[config.mk]
export PLATFORM = sky130hd
export DESIGN_NAME = mc_result_stats_flat
export DESIGN_NICKNAME = d
export VERILOG_FILES = /design/src/rtl/mc_result_stats_if.sv /design/src/rtl/mc_result_stats.sv /design/src/flat_wrapper.sv
export SDC_FILE = /design/constraint.sdc
export NUM_CORES = 2
export LEC_CHECK = 0
export CAP_MARGIN = 20
export CORE_UTILIZATION = 45
export DETAILED_ROUTE_END_ITERATION = 10
export GPL_TIMING_DRIVEN = 1
export SLEW_MARGIN = 20
export SYNTH_ARGS = -nofsm -noshare
export SYNTH_HDL_FRONTEND = slang
export SYNTH_SLANG_ARGS = --single-unit
[constraint.sdc]
create_clock -name clk -period 11.41 [get_ports clk]
set_input_delay 1.7115 -clock clk [delete_from_list [all_inputs] [get_ports clk]]
set_output_delay 1.7115 -clock clk [all_outputs]
set_load 0.01 [all_outputs]
[src/rtl/mc_result_stats_if.sv]
// Host-side bundle for mc_result_stats: captured inputs from montecarlo/Counter and result outputs.
// std_o exists only when MC_STDERR_EN is defined.
interface mc_result_stats_if #(
  parameter int ACC_W  = 64,
  parameter int M_W    = 32,
  parameter int MEAN_W = 32
);
  logic              mode_i;
  logic              status_i;
  logic [ACC_W-1:0]  sum_i;
  logic [ACC_W-1:0]  sum_square_i;
  logic [M_W-1:0]    m_count_i;
  logic              busy_o;
  logic              valid_o;
  logic [MEAN_W-1:0] mean_o;
  logic [ACC_W-1:0]  variance_o;
  logic              sat_o;
  logic              err_o;
`ifdef MC_STDERR_EN
  logic [31:0]       std_o;
`endif

  modport master (
    output mode_i, status_i, sum_i, sum_square_i, m_count_i,
`ifdef MC_STDERR_EN
    input  std_o,
`endif
    input  busy_o, valid_o, mean_o, variance_o, sat_o, err_o
  );

  modport slave (
    input  mode_i, status_i, sum_i, sum_square_i, m_count_i,
`ifdef MC_STDERR_EN
    output std_o,
`endif
    output busy_o, valid_o, mean_o, variance_o, sat_o, err_o
  );
endinterface

[src/rtl/mc_result_stats.sv]
// Mean/variance of Monte Carlo path statistics using one shared sequential restoring divider.
// Optional MC_STDERR_EN adds a digit-by-digit square root stage producing std_o.
module mc_result_stats #(
  parameter int ACC_W  = 64,
  parameter int M_W    = 32,
  parameter int MEAN_W = 32
) (
  input  logic             clk,
  input  logic             nreset,
  mc_result_stats_if.slave bus
);

  localparam int CNT_W = $clog2(ACC_W + 1);
  localparam logic [CNT_W-1:0] LAST_DIV  = CNT_W'(ACC_W - 1);
  localparam logic [CNT_W-1:0] LAST_SQRT = CNT_W'(31);

  typedef enum logic [2:0] {
    S_IDLE,
    S_DIV_MEAN,
    S_DIV_SQ,
    S_VAR,
`ifdef MC_STDERR_EN
    S_SQRT,
`endif
    S_DONE
  } state_t;

  state_t            state_q, state_d;
  logic              status_prev_q, status_prev_d;
  logic [ACC_W-1:0]  sum_sq_q, sum_sq_d;
  logic [M_W-1:0]    m_q, m_d;
  logic [ACC_W-1:0]  rem_q, rem_d;
  logic [ACC_W-1:0]  quo_q, quo_d;
  logic [CNT_W-1:0]  cnt_q, cnt_d;
  logic [MEAN_W-1:0] mean_q, mean_d;
  logic [ACC_W-1:0]  var_q, var_d;
  logic              busy_q, busy_d;
  logic              valid_q, valid_d;
  logic              sat_q, sat_d;
  logic              err_q, err_d;
`ifdef MC_STDERR_EN
  logic [31:0]       std_q, std_d;
  logic [ACC_W-1:0]  rt_shift;
  logic [ACC_W-1:0]  rt_trial;
  logic              rt_ge;
`endif

  logic              trigger;
  logic [ACC_W:0]    div_m;
  logic [ACC_W:0]    rem_shift;
  logic              div_ge;
  logic [ACC_W-1:0]  div_rem;
  logic [ACC_W-1:0]  div_quo;
  logic              quo_hi_nz;
  logic [2*MEAN_W-1:0] sq;
  logic [ACC_W-1:0]  sq_ext;
  logic [ACC_W-1:0]  var_calc;

  // Shared datapath: one restoring-divider step, the mean^2 product and the clamped difference.
  always_comb begin
    trigger   = bus.status_i & ~status_prev_q & bus.mode_i &
                ((state_q == S_IDLE) || (state_q == S_DONE));
    div_m     = {{(ACC_W + 1 - M_W){1'b0}}, m_q};
    rem_shift = {rem_q, quo_q[ACC_W-1]};
    div_ge    = (rem_shift >= div_m);
    div_rem   = div_ge ? ACC_W'(rem_shift - div_m) : rem_shift[ACC_W-1:0];
    div_quo   = {quo_q[ACC_W-2:0], div_ge};
    quo_hi_nz = |div_quo[ACC_W-1:MEAN_W];
    sq        = {{MEAN_W{1'b0}}, mean_q} * {{MEAN_W{1'b0}}, mean_q};
    sq_ext    = ACC_W'(sq);
    var_calc  = (quo_q >= sq_ext) ? (quo_q - sq_ext) : '0;
`ifdef MC_STDERR_EN
    rt_shift  = {rem_q[ACC_W-3:0], quo_q[ACC_W-1 -: 2]};
    rt_trial  = {{(ACC_W - 34){1'b0}}, std_q, 2'b01};
    rt_ge     = (rt_shift >= rt_trial);
`endif
  end

  always_comb begin
    state_d       = state_q;
    status_prev_d = bus.status_i;
    sum_sq_d      = sum_sq_q;
    m_d           = m_q;
    rem_d         = rem_q;
    quo_d         = quo_q;
    cnt_d         = cnt_q;
    mean_d        = mean_q;
    var_d         = var_q;
    busy_d        = busy_q;
    valid_d       = valid_q;
    sat_d         = sat_q;
    err_d         = err_q;
`ifdef MC_STDERR_EN
    std_d         = std_q;
`endif

    // Abort wins over everything, including a trigger in the same cycle.
    if (!bus.mode_i) begin
      state_d = S_IDLE;
      busy_d  = 1'b0;
      valid_d = 1'b0;
      sat_d   = 1'b0;
      err_d   = 1'b0;
      mean_d  = '0;
      var_d   = '0;
`ifdef MC_STDERR_EN
      std_d   = '0;
`endif
    end else if (trigger) begin
      quo_d    = bus.sum_i;
      sum_sq_d = bus.sum_square_i;
      m_d      = bus.m_count_i;
      rem_d    = '0;
      cnt_d    = '0;
      valid_d  = 1'b0;
      sat_d    = 1'b0;
      err_d    = 1'b0;
      busy_d   = 1'b1;
      state_d  = S_DIV_MEAN;
    end else begin
      case (state_q)
        S_DIV_MEAN: begin
          if (m_q == '0) begin
            err_d   = 1'b1;
            mean_d  = '1;
            var_d   = '0;
`ifdef MC_STDERR_EN
            std_d   = '0;
`endif
            state_d = S_DONE;
          end else begin
            rem_d = div_rem;
            quo_d = div_quo;
            cnt_d = cnt_q + 1'b1;
            if (cnt_q == LAST_DIV) begin
              mean_d  = quo_hi_nz ? {MEAN_W{1'b1}} : div_quo[MEAN_W-1:0];
              sat_d   = quo_hi_nz;
              rem_d   = '0;
              quo_d   = sum_sq_q;
              cnt_d   = '0;
              state_d = S_DIV_SQ;
            end
          end
        end
        S_DIV_SQ: begin
          rem_d = div_rem;
          quo_d = div_quo;
          cnt_d = cnt_q + 1'b1;
          if (cnt_q == LAST_DIV) begin
            state_d = S_VAR;
          end
        end
        S_VAR: begin
          var_d = var_calc;
`ifdef MC_STDERR_EN
          rem_d   = '0;
          quo_d   = var_calc;
          cnt_d   = '0;
          std_d   = '0;
          state_d = S_SQRT;
`else
          state_d = S_DONE;
`endif
        end
`ifdef MC_STDERR_EN
        S_SQRT: begin
          rem_d = rt_ge ? (rt_shift - rt_trial) : rt_shift;
          quo_d = {quo_q[ACC_W-3:0], 2'b00};
          std_d = {std_q[30:0], rt_ge};
          cnt_d = cnt_q + 1'b1;
          if (cnt_q == LAST_SQRT) begin
            state_d = S_DONE;
          end
        end
`endif
        S_DONE: begin
          valid_d = 1'b1;
          busy_d  = 1'b0;
        end
        default: begin
          state_d = S_IDLE;
        end
      endcase
    end
  end

  always_ff @(posedge clk or negedge nreset) begin
    if (!nreset) begin
      state_q       <= S_IDLE;
      status_prev_q <= 1'b0;
      sum_sq_q      <= '0;
      m_q           <= '0;
      rem_q         <= '0;
      quo_q         <= '0;
      cnt_q         <= '0;
      mean_q        <= '0;
      var_q         <= '0;
      busy_q        <= 1'b0;
      valid_q       <= 1'b0;
      sat_q         <= 1'b0;
      err_q         <= 1'b0;
`ifdef MC_STDERR_EN
      std_q         <= '0;
`endif
    end else begin
      state_q       <= state_d;
      status_prev_q <= status_prev_d;
      sum_sq_q      <= sum_sq_d;
      m_q           <= m_d;
      rem_q         <= rem_d;
      quo_q         <= quo_d;
      cnt_q         <= cnt_d;
      mean_q        <= mean_d;
      var_q         <= var_d;
      busy_q        <= busy_d;
      valid_q       <= valid_d;
      sat_q         <= sat_d;
      err_q         <= err_d;
`ifdef MC_STDERR_EN
      std_q         <= std_d;
`endif
    end
  end

  assign bus.busy_o     = busy_q;
  assign bus.valid_o    = valid_q;
  assign bus.mean_o     = mean_q;
  assign bus.variance_o = var_q;
  assign bus.sat_o      = sat_q;
  assign bus.err_o      = err_q;
`ifdef MC_STDERR_EN
  assign bus.std_o      = std_q;
`endif

endmodule

[src/flat_wrapper.sv]
// flat-port wrapper written by rule: the top's interface ports become plain ports
module mc_result_stats_flat 
#(
  parameter int ACC_W  = 64,
  parameter int M_W    = 32,
  parameter int MEAN_W = 32
)
  (clk, nreset, bus_mode_i, bus_status_i, bus_sum_i, bus_sum_square_i, bus_m_count_i, bus_busy_o, bus_valid_o, bus_mean_o, bus_variance_o, bus_sat_o, bus_err_o);
  mc_result_stats_if #(.ACC_W(ACC_W), .M_W(M_W), .MEAN_W(MEAN_W)) bus_i ();
  input  logic clk;
  input  logic nreset;
  input wire logic [$bits(bus_i.mode_i)-1:0] bus_mode_i;
  input wire logic [$bits(bus_i.status_i)-1:0] bus_status_i;
  input wire logic [$bits(bus_i.sum_i)-1:0] bus_sum_i;
  input wire logic [$bits(bus_i.sum_square_i)-1:0] bus_sum_square_i;
  input wire logic [$bits(bus_i.m_count_i)-1:0] bus_m_count_i;
  output wire logic [$bits(bus_i.busy_o)-1:0] bus_busy_o;
  output wire logic [$bits(bus_i.valid_o)-1:0] bus_valid_o;
  output wire logic [$bits(bus_i.mean_o)-1:0] bus_mean_o;
  output wire logic [$bits(bus_i.variance_o)-1:0] bus_variance_o;
  output wire logic [$bits(bus_i.sat_o)-1:0] bus_sat_o;
  output wire logic [$bits(bus_i.err_o)-1:0] bus_err_o;
  assign bus_i.mode_i = bus_mode_i;
  assign bus_i.status_i = bus_status_i;
  assign bus_i.sum_i = bus_sum_i;
  assign bus_i.sum_square_i = bus_sum_square_i;
  assign bus_i.m_count_i = bus_m_count_i;
  assign bus_busy_o = bus_i.busy_o;
  assign bus_valid_o = bus_i.valid_o;
  assign bus_mean_o = bus_i.mean_o;
  assign bus_variance_o = bus_i.variance_o;
  assign bus_sat_o = bus_i.sat_o;
  assign bus_err_o = bus_i.err_o;
  mc_result_stats #(.ACC_W(ACC_W), .M_W(M_W), .MEAN_W(MEAN_W)) u_core (.clk(clk), .nreset(nreset), .bus(bus_i));
endmodule
==> results.cfg <==
[clock_network]
hold_buffers = 0
root_buffer = clkbuf_16
cts_tree = built
clkTransAtPathRegs_ns = 0.06
clock_sinks = 335
cts_buffers = 37
insertion_delay_ns = 0.59
cts_max_path_buffers = 3
h-tree-depth = 2

[detailed_routing]
num_vias = 39140
drt_first_pass_iters = 7
antenna_left = 0
drc = 0
vias_per_cell = 5.453
wl_per_cell_um = 21.24
finalWirelength_um = 152500
drtIter0Drc = 3099

[synth]
yosysWarnings = 0
synth_compound_area_share_pct = 11.78
syn_nets = 6953
ys_ff_latch = 335
synth.top_cell.area_share_pct = 31.98
synthTopCellsByArea = fa_1 (32%), dfrtp_1 (17%), ha_1 (9.9%)
synthMuxAreaShare_pct = 1.398
synth_cell_types = 75
yosysTopAreaCell = fa_1
synth_top_family_by_area = adder cells
netlist_instances = 5605
dominantRegCellSynth = dfrtp_1
syn_avg_cell_area_um2 = 8.833
yosys.area_share.simple_pct = 14.46
async_flop_share_pct = 100.0
synth_fa_ha_area_share_pct = 41.92
synth_seq_area_share_pct = 16.93
synth-xor-area-share_pct = 3.644
synth_edf_count = 0
syn_area_um2 = 49510

[run_status]
status = completed

[final_layout]
final_cell_mix = inv_1 (1017), nand2_1 (848), fa_1 (791)
fillCellCount = 10260
antenna_cells = 0
multiInputGateArea_um2 = 36350
post-route-util_pct = 50.63
area_growth_pct = 11.46
layout.area.seq_um2 = 8393
final_nets = 7086
drive_above_1_share_pct = 4.181
layout_commonest_cell = inv_1

[place]
hpwl_um = 123700
gp_congestion = 0.9352
io_buffers = 263

[floorplan]
die_w_um = 333.7
start_util_pct = 45.42
rows = 121
io_pins = 264
chipHeight_um = 333.7
coreArea_um2 = 109000
die_area_um2 = 111300

[pwr]
p_leak_uw = 0.02825
powerDensity_nw_per_um2 = 114.4
ir_worst_vdd_mv = 0.1349

[timing]
fin_skew_ns = 0.03632
finalSetupViolCount = 0
drv_slew = 0
period_share_pct = 95.33
period_minus_slack_ns = 10.88
hold_viol = 0
holdWs_ns = 0.4736
max_slew.worst_pin.slew_ns = 1.038
slew_headroom_pct = 30.82
max_freq_mhz = 91.94

[worst_setup_path]
crit_top_cell = fa_1
critPathCaptureType = flip-flop
crit_path_top_delay_cell = fa_1
crit_arrival_ns = 11.35
crit_type = reg2reg
crit_path_start_kind = flip-flop
critPathMaxFanout = 33
slowest_delay_ns = 0.53
worstPathRequired_ns = 11.88

[global_route]
grt_pass1_vias = 40770
grt_overflow_total = 0
track_usage_pct = 28.18
grt_max_degree = 217
antenna_found_initial = 5
grt_pass1_wl_um = 241800

[flow_run]
maxCapViolations = 0

[hold_path]
min_path_type = reg2reg
## final cells by class
cell class                 instances  area share (%)
clock buffer                      48           1.861
clock inverter                    17          0.3922
inverter                        1022           6.979
multi-input combinational       3971           65.87
sequential                       335           15.21
tap                             1414           3.206
timing repair buffer             371           6.482
## per-stage QoR
stage	cell area, um2	setup WS (ns)	instances	setup TNS (ns)	total power (uW)
after floorplan	49510	1.151	5605	0	4037
after global placement	53800	0.07044	7107	0	5003
after detailed placement	53800	0.04005	7107	0	4992
after CTS	55040	0.1996	7172	0	6293
after global routing	55180	-0.004304	7178	-0.004304	6768
final	55180	0.5329	7178	0	6312
## Yosys cell counts (113+ instances only)
master    instances
dfrtp_1         335
inv_1          1020
clkbuf_1        264
xnor2_1         117
a21o_1          113
nand2_1         848
ha_1            393
and2_1          229
fa_1            791
o21ai_0         337
a21oi_1         200
nor2_1          192
## power by group
part	switching, uW	leakage, uW	internal [uW]	total [uW]
Combinational	1850	0.0233	1290	3140
Clock	527	0.000618	732	1260
Sequential	423	0.00432	1490	1910
## repair_timing
action,in CTS,in global routing
endpoints found under the setup margin,24,64
gates resized for setup,1,28
pin swaps,0,2
buffers inserted,0,6
hold endpoints to repair,0,0
## state kept, by name, indices dropped and copies added, names as in the netlist
signal                 cells
u_core.state_q             3
u_core.status_prev_q       1
u_core.bus.valid_o         1
u_core.bus.busy_o          1
u_core.rem_q              64
u_core.m_q                32
u_core.bus.err_o           1
u_core.cnt_q               7
u_core.bus.mean_o         32
u_core.bus.sat_o           1
u_core.quo_q              64
u_core.bus.variance_o     64
u_core.sum_sq_q           64
## worst max-delay path: cells and delay by family, from the launching register on
kind            cells  cell delay [ns]
flops               1             0.52
buf+inv             7             1.25
compound gates     10             3.14
simple gates        7             1.24
xor+xnor            1             0.34
fa+ha+maj          10             4.26
## final timing paths
path / from / end / slack [ns] / depth (start not counted)
worst max-delay path: u_core.bus.mean_o[4] / u_core.bus.variance_o[29] / 0.53 / 35
worst min-delay path: u_core.sum_sq_q[41] / u_core.sum_sq_q[41] / 0.47 / 2
worst max register to register: u_core.bus.mean_o[4] / u_core.bus.variance_o[29] / 0.53 / 35
worst min register to register: u_core.sum_sq_q[41] / u_core.sum_sq_q[41] / 0.47 / 2
max in group asynchronous: nreset / u_core.bus.mean_o[8] / 8.57 / 2
min in group asynchronous: nreset / u_core.m_q[11] / 1.21 / 1
## metal layers
layer | vias to the layer above | track usage (%) | routed length [um]
li1 | 18000 | - | -
met1 | 19610 | 40.60 | 68110
met5 | - | 0 | 27
met3 | 213 | 4.946 | 11500
met4 | 4 | 7.818 | 4995
met2 | 1310 | 43.60 | 67830
## logic make-up after synthesis
logic type / after synthesis
buffers and inverters: 1299
adders and majority gates: 1184
xor gates and xnor gates: 206
and+or+nand+nor: 1562
muxes: 69
other: 2
DFF: 335
AOI/OAI and AO/OA: 948
Power figures use the tool's default switching activity.
